`src/rtl/instruction_loader_pkg.sv`:
```
// Shared definitions for the instruction loader: memory geometry, FSM state
// encoding and the word-count clamp applied when a load is started.
package instruction_loader_pkg;

  localparam int MEM_BYTES  = 256;
  localparam int WORD_BYTES = 4;
  localparam int MAX_WORDS  = MEM_BYTES / WORD_BYTES;

  typedef enum logic [2:0] {
    IDLE    = 3'd0,
    COLLECT = 3'd1,
    WRITE   = 3'd2,
    CHECK   = 3'd3,
    DONE    = 3'd4
  } state_t;

  // A request of 0 or anything beyond the memory size loads the whole memory.
  function automatic logic [6:0] clamp_count(input logic [6:0] requested);
    logic [6:0] result;
    result = requested;
    if (requested == 7'd0 || requested > 7'(MAX_WORDS)) result = 7'(MAX_WORDS);
    return result;
  endfunction

endpackage

```
`src/rtl/instruction_loader_packer.sv`:
```
// byte_packer: assembles four accepted stream bytes into one big-endian word.
// The first byte of a word lands in [31:23+1], the fourth in [7:0].
// word_full is high in the cycle the fourth byte is being accepted.
module byte_packer (
  input  logic        clock,
  input  logic        reset,
  input  logic        clear,
  input  logic        accept,
  input  logic [7:0]  byte_in,
  output logic [31:0] word,
  output logic        word_full
);

  logic [1:0] lane;

  // Lane counter and lane-addressed byte write into the assembly register.
  always_ff @(posedge clock) begin
    if (reset || clear) begin
      lane <= 2'd0;
      word <= 32'd0;
    end else if (accept) begin
      lane <= lane + 2'd1;
      case (lane)
        2'd0:    word[31:24] <= byte_in;
        2'd1:    word[23:16] <= byte_in;
        2'd2:    word[15:8]  <= byte_in;
        default: word[7:0]   <= byte_in;
      endcase
    end
  end

  assign word_full = accept && (lane == 2'd3);

endmodule

```
`src/rtl/instruction_loader.sv`:
```
// instruction_loader: streams a program into instruction memory, one word
// write per four bytes, and holds the CPU until the requested length is written.
// Optional feature macro: CHECKSUM_EN (XOR trailer byte check after the last word).
//
// Byte handshake: a byte moves when byte_valid && byte_ready are both high at a
// rising clock edge; byte_ready does not depend on byte_valid, and the source may
// hold byte_valid low for any number of cycles without losing the partial word.
module instruction_loader
  import instruction_loader_pkg::*;
#(
  parameter int ADDR_WIDTH = 32
) (
  input  logic                  clock,
  input  logic                  reset,
  input  logic                  start,
  input  logic [6:0]            word_count,
  input  logic [7:0]            byte_in,
  input  logic                  byte_valid,
  output logic                  byte_ready,
  output logic                  mem_write_en,
  output logic [ADDR_WIDTH-1:0] mem_write_address,
  output logic [31:0]           mem_write_data,
  output logic                  cpu_hold,
  output logic                  load_done,
  output logic                  checksum_error,
  output state_t                state
);

  state_t      next_state;
  logic [6:0]  count_q;
  logic [6:0]  word_index;
  logic [31:0] packed_word;
  logic        word_full;
  logic        start_ok;
  logic        accept;
  logic        last_word;

  // start only takes effect when no load is in progress.
  assign start_ok  = start && (state == IDLE || state == DONE);
  assign accept    = byte_valid && byte_ready && (state == COLLECT);
  assign last_word = (word_index + 7'd1) == count_q;

  byte_packer u_packer (
    .clock     (clock),
    .reset     (reset),
    .clear     (start_ok),
    .accept    (accept),
    .byte_in   (byte_in),
    .word      (packed_word),
    .word_full (word_full)
  );

  // State register.
  always_ff @(posedge clock) begin
    if (reset) state <= IDLE;
    else       state <= next_state;
  end

  // Next-state logic.
  always_comb begin
    next_state = state;
    case (state)
      IDLE:    if (start) next_state = COLLECT;
      COLLECT: if (word_full) next_state = WRITE;
      WRITE: begin
        if (last_word) begin
`ifdef CHECKSUM_EN
          next_state = CHECK;
`else
          next_state = DONE;
`endif
        end else begin
          next_state = COLLECT;
        end
      end
`ifdef CHECKSUM_EN
      CHECK:   if (byte_valid) next_state = DONE;
`endif
      DONE:    if (start) next_state = COLLECT;
      default: next_state = IDLE;
    endcase
  end

  // Output decode; address and data are driven only during the write strobe.
  always_comb begin
    byte_ready        = 1'b0;
    mem_write_en      = 1'b0;
    mem_write_address = '0;
    mem_write_data    = 32'd0;
    cpu_hold          = 1'b1;
    load_done         = 1'b0;
    case (state)
      COLLECT: byte_ready = 1'b1;
      WRITE: begin
        mem_write_en      = 1'b1;
        mem_write_address = ADDR_WIDTH'({word_index[5:0], 2'b00});
        mem_write_data    = packed_word;
      end
      CHECK:   byte_ready = 1'b1;
      DONE: begin
        cpu_hold  = 1'b0;
        load_done = 1'b1;
      end
      default: ;
    endcase
  end

  // Latched word count and the index of the word currently being written.
  always_ff @(posedge clock) begin
    if (reset) begin
      count_q    <= 7'd0;
      word_index <= 7'd0;
    end else if (start_ok) begin
      count_q    <= clamp_count(word_count);
      word_index <= 7'd0;
    end else if (state == WRITE) begin
      word_index <= word_index + 7'd1;
    end
  end

`ifdef CHECKSUM_EN
  logic [7:0] xor_q;
  logic       error_q;

  // Running XOR of payload bytes, compared against the trailer byte.
  always_ff @(posedge clock) begin
    if (reset || start_ok) begin
      xor_q   <= 8'd0;
      error_q <= 1'b0;
    end else begin
      if (accept) xor_q <= xor_q ^ byte_in;
      if (state == CHECK && byte_valid) error_q <= (byte_in != xor_q);
    end
  end

  assign checksum_error = error_q;
`else
  assign checksum_error = 1'b0;
`endif

endmodule
```
`config.mk`:
```
export PLATFORM = sky130hd
export DESIGN_NAME = instruction_loader
export DESIGN_NICKNAME = d
export VERILOG_FILES = /design/src/rtl/instruction_loader_pkg.sv /design/src/rtl/instruction_loader_packer.sv /design/src/rtl/instruction_loader.sv
export SDC_FILE = /design/constraint.sdc
export NUM_CORES = 1
export LEC_CHECK = 0
export BUFFER_PORTS_ARGS = -buffer_cell sky130_fd_sc_hd__buf_2
export CAP_MARGIN = 25
export CORE_MARGIN = 8
export CORE_UTILIZATION = 54
export DETAILED_ROUTE_END_ITERATION = 10
export PLACE_DENSITY = 0.95
export SLEW_MARGIN = 20
export SYNTH_ARGS = -nofsm -noshare
export SYNTH_HDL_FRONTEND = slang
export SYNTH_SLANG_ARGS = --single-unit
```
`constraint.sdc`:
```
create_clock -name clock -period 5.3 [get_ports clock]
set_input_delay 0.795 -clock clock [delete_from_list [all_inputs] [get_ports clock]]
set_output_delay 0.795 -clock clock [all_outputs]
set_load 0.02 [all_outputs]
```
==> summary.md <==
| Metric | Value |
|---|---|
| Outcome | `finished, final reports clean` |
| GR Util All Layers | `16.6%` |
| Worst Hold Endpoint | `u_packer.word[20]` |
| Post-synth top area share | `around two fifths` |
| Critical-path top delay cell | `dfxtp_1` |
| Worst-path fanout max | `37` |
| Die Height | `85.2 µm` |
| Final nets | `406` |
| # rows | `25` |
| Die X | `roughly 85 µm` |
| Worst-skew pair later-pin latency | `0.30 ns` |
| Max incr delay on CP | `around 0.35 ns` |
| Max Clk Rate | `0.366 GHz` |
| GRT met2 Usage | `28.3%` |
| Met3 usage | `3.67%` |
| Vias | `approximately 2300` |
| Via density | `5.23` |
| Most frequent cells in the layout | `63 x buf_2, 51 x dfxtp_1, 47 x nand2_1` |
| Slew Viols, Final | `0` |
| Worst r2r dst | `u_packer.word[6]` |
| Fin. Hold Viols | `0` |
| Tmin final | `between 2 and 3 ns` |
| # Max-Cap Violations | `0` |
| Period utilisation layout | `51.5%` |
| Setup slack, reg-to-reg | `3.24 ns` |
| Root Buffer | `clkbuf_8` |
| Post-cts gate resize count | `0` |
| Met1 usage | `19.1%` |
| Post-synthesis sequential area ratio | `39.4%` |
| Drt first pass iters | `5` |
| CP bufs+invs | `3` |
| Placed Area | `2800 µm²` |
| Clock network fraction of total power | `37.9%` |
| Ant diodes | `0` |
| Total Wirelength | `6220 µm` |
| P_sw | `0.186 mW` |
| Clock Skew | `0.00656 ns` |
| Final setup violation count | `0` |
| Pwr/cell area | `255 nW/µm²` |
| H-tree levels | `2` |
| DRT antenna net count | `0` |
| Busiest grt layer | `met2` |
| Depth of the most critical reg-to-reg path | `6` |
| CTS Buffer Depth | `2` |
| Pleak | `1.29 nW` |
| Mapped Avg Cell Area | `between 7 and 8 µm²` |
| Sw frac | `24.9%` |
| Total grt overflow | `0` |
| RePlAce Congestion | `0.868` |
| CP endpoint kind | `primary output` |
| Crit-path cells | `nand2b_1 -> or2_2 -> inv_1 -> buf_8 -> and2_1 -> buf_2` |
| YS warnings | `0` |
| Largest net degree at the start of global routing | `44` |
| Synthesized flop and latch total | `roughly 50` |
| Initial antenna violation count | `0` |
| Hold path depth | `2` |
| Hold WC Path Type | `reg2reg` |
| Total die area | `between 7000 and 8000 µm²` |
| Cell Int Power | `0.563 mW` |
| Clock Sinks | `51` |
| Reg power frac | `between 50% and 60%` |
| Layout area overhead | `13.5%` |
| CP delay by family, top | `simple AND/OR/NAND/NOR gates` |
| Total Power | `0.749 mW` |
| Hold buffer count at cts | `0` |
| DR WL/cell | `about 14 µm` |
| Port bufs | `63` |
| 1st-iter DRT viols | `179` |
| Fillers | `approximately 390` |
| Post-Route Setup TNS | `0 ns` |
| Cts bufs inserted | `5` |
| Hold path startpoint | `u_packer.word[20]` |
| Fraction of layout cells with a size suffix above 1 | `between 20% and 30%` |
| Synth area leaders | `dfxtp_1 39%, and2_1 8.9%, buf_4 8.4%, a21oi_1 7.5%, nand2_1 6.8%` |
| Initial Util | `55.5%` |
| Worst setup SP type | `flop` |
| Core area | `4660 µm²` |
| CTS tree | `built` |
| Crit path DAT | `1.93 ns` |
| Worst Setup Path Type | `reg2out` |
| Slew @ Worst Pin | `0.706 ns` |
| Maximum vdd drop | `0.000131 V` |
| Gate Count Post-Synth | `329` |
| Most common cell after layout, fill and taps aside | `buf_2` |
| # DRC | `0` |
| Yosys top cell by area | `dfxtp_1` |
| Number of global-route vias before repair | `2140` |
| Required @ worst endpoint | `around 4.5 ns` |
| Post-CTS setup buffers | `0` |
| Clock-pin slew on the worst setup and hold paths | `approximately 0.090 ns` |
| Unique cell type count in the Yosys netlist | `31` |
| Slew headroom | `52.6%` |
| First-pass GRT wire length | `9840 µm` |
| Post-DP HPWL | `~4600 µm` |
| Mapped Area | `around 2600 µm²` |
| RSZ-0062 raised after global routing | `no` |
| Finished Cell Area | `2940 µm²` |
| R2r startpoint | `state[0]` |
| Comb power frac | `9.6%` |
| Top Ports | `91` |
[per-layer routing]
layer	share of wire (%)	up-vias
met4	1.3	0
met5	0	-
li1	-	1135
met2	50	104
met1	40	1041
met3	8.8	7
[registers in the layout, summed over array words and instances, names as in the netlist]
name and flops:
count_q 7, u_packer.word 32, state 3, u_packer.lane 2, word_index 7
[cells in the mapped netlist]
cell type,n
a211oi_1,1
a21oi_1,39
a22o_1,6
and2_1,37
and2_2,1
buf_2,2
buf_4,29
clkbuf_1,15
conb_1,1
dfxtp_1,51
ha_1,5
inv_1,6
nand2_1,47
nand2b_1,3
nand3_1,35
nand4_1,1
nor2_1,18
nor2b_1,1
nor3_1,2
nor4_1,1
nor4_2,1
o211ai_1,1
o21ai_0,2
o31ai_1,1
o41a_1,1
o41ai_1,1
or2_2,1
or3_1,2
or3b_2,1
xnor2_1,10
xor2_1,7
[final cells by class]
| type | count | area [µm²] | area share (%) |
|---|---|---|---|
| clock buffers | 6 | 82.6 | 2.81 |
| clock inverters | 2 | 38.8 | 1.32 |
| inverters | 6 | 22.5 | 0.766 |
| multi-input cells | 252 | 1360 | 46.3 |
| flip-flops and latches | 51 | 1020 | 34.7 |
| well taps | 54 | 67.6 | 2.30 |
| repair buffers | 66 | 345 | 11.7 |
[through the flow]
step / utilization [%] / worst slack, ns / cells / hold WS, ns
2_1_floorplan: - / 2.86 / 355 / 0.432
5_1_grt: 63.1 / 2.46 / 437 / 0.485
3_3_place_gp: 60.1 / 2.65 / 428 / 0.439
6_report: 63.1 / 2.57 / 437 / 0.456
4_1_cts: 62.7 / 2.15 / 436 / 0.459
3_5_place_dp: 60.1 / 2.55 / 428 / 0.446
[power groups by stage]
stage | Combinational (mW) | Sequential (mW) | Clock, mW
2_1_floorplan | 0.0670 | 0.401 | 0
3_3_place_gp | 0.0694 | 0.402 | 0
3_5_place_dp | 0.0705 | 0.402 | 0
4_1_cts | 0.0707 | 0.393 | 0.286
5_1_grt | 0.0785 | 0.394 | 0.301
6_report | 0.0719 | 0.393 | 0.284
[worst max-delay path by stage]
stage | from | endpoint | slack (ns) | depth (start not counted)
CTS | state[2] | mem_write_address[5] | 2.15 | 6
finish | state[2] | mem_write_data[19] | 2.57 | 6
global route | state[2] | mem_write_data[25] | 2.46 | 6
global placement | state[2] | mem_write_address[5] | 2.65 | 6
floorplan | state[2] | mem_write_address[2] | 2.86 | 5
detailed placement | state[2] | mem_write_address[5] | 2.55 | 6
[worst min-delay path, cell delays in order (launching register included)]
cell	delay [ns]
dfxtp_1	0.31
nand2_1	0.05
a21oi_1	0.05
[logic make-up (layout without fill, tap and decap cells)]
| family | after synthesis | after routing | synth area share (%) |
|---|---|---|---|
| simple gates | 151 | 151 | 28.8 |
| compound gates | 52 | 52 | 11.6 |
| buf+inv | 52 | 80 | 11.8 |
| flops | 51 | 51 | 39.4 |
| xor+xnor | 17 | 17 | 5.75 |
| fa+ha+maj | 5 | 5 | 2.42 |
| other cells | 1 | 27 | 0.145 |
Note: power is estimated with default switching activity, not from simulation.
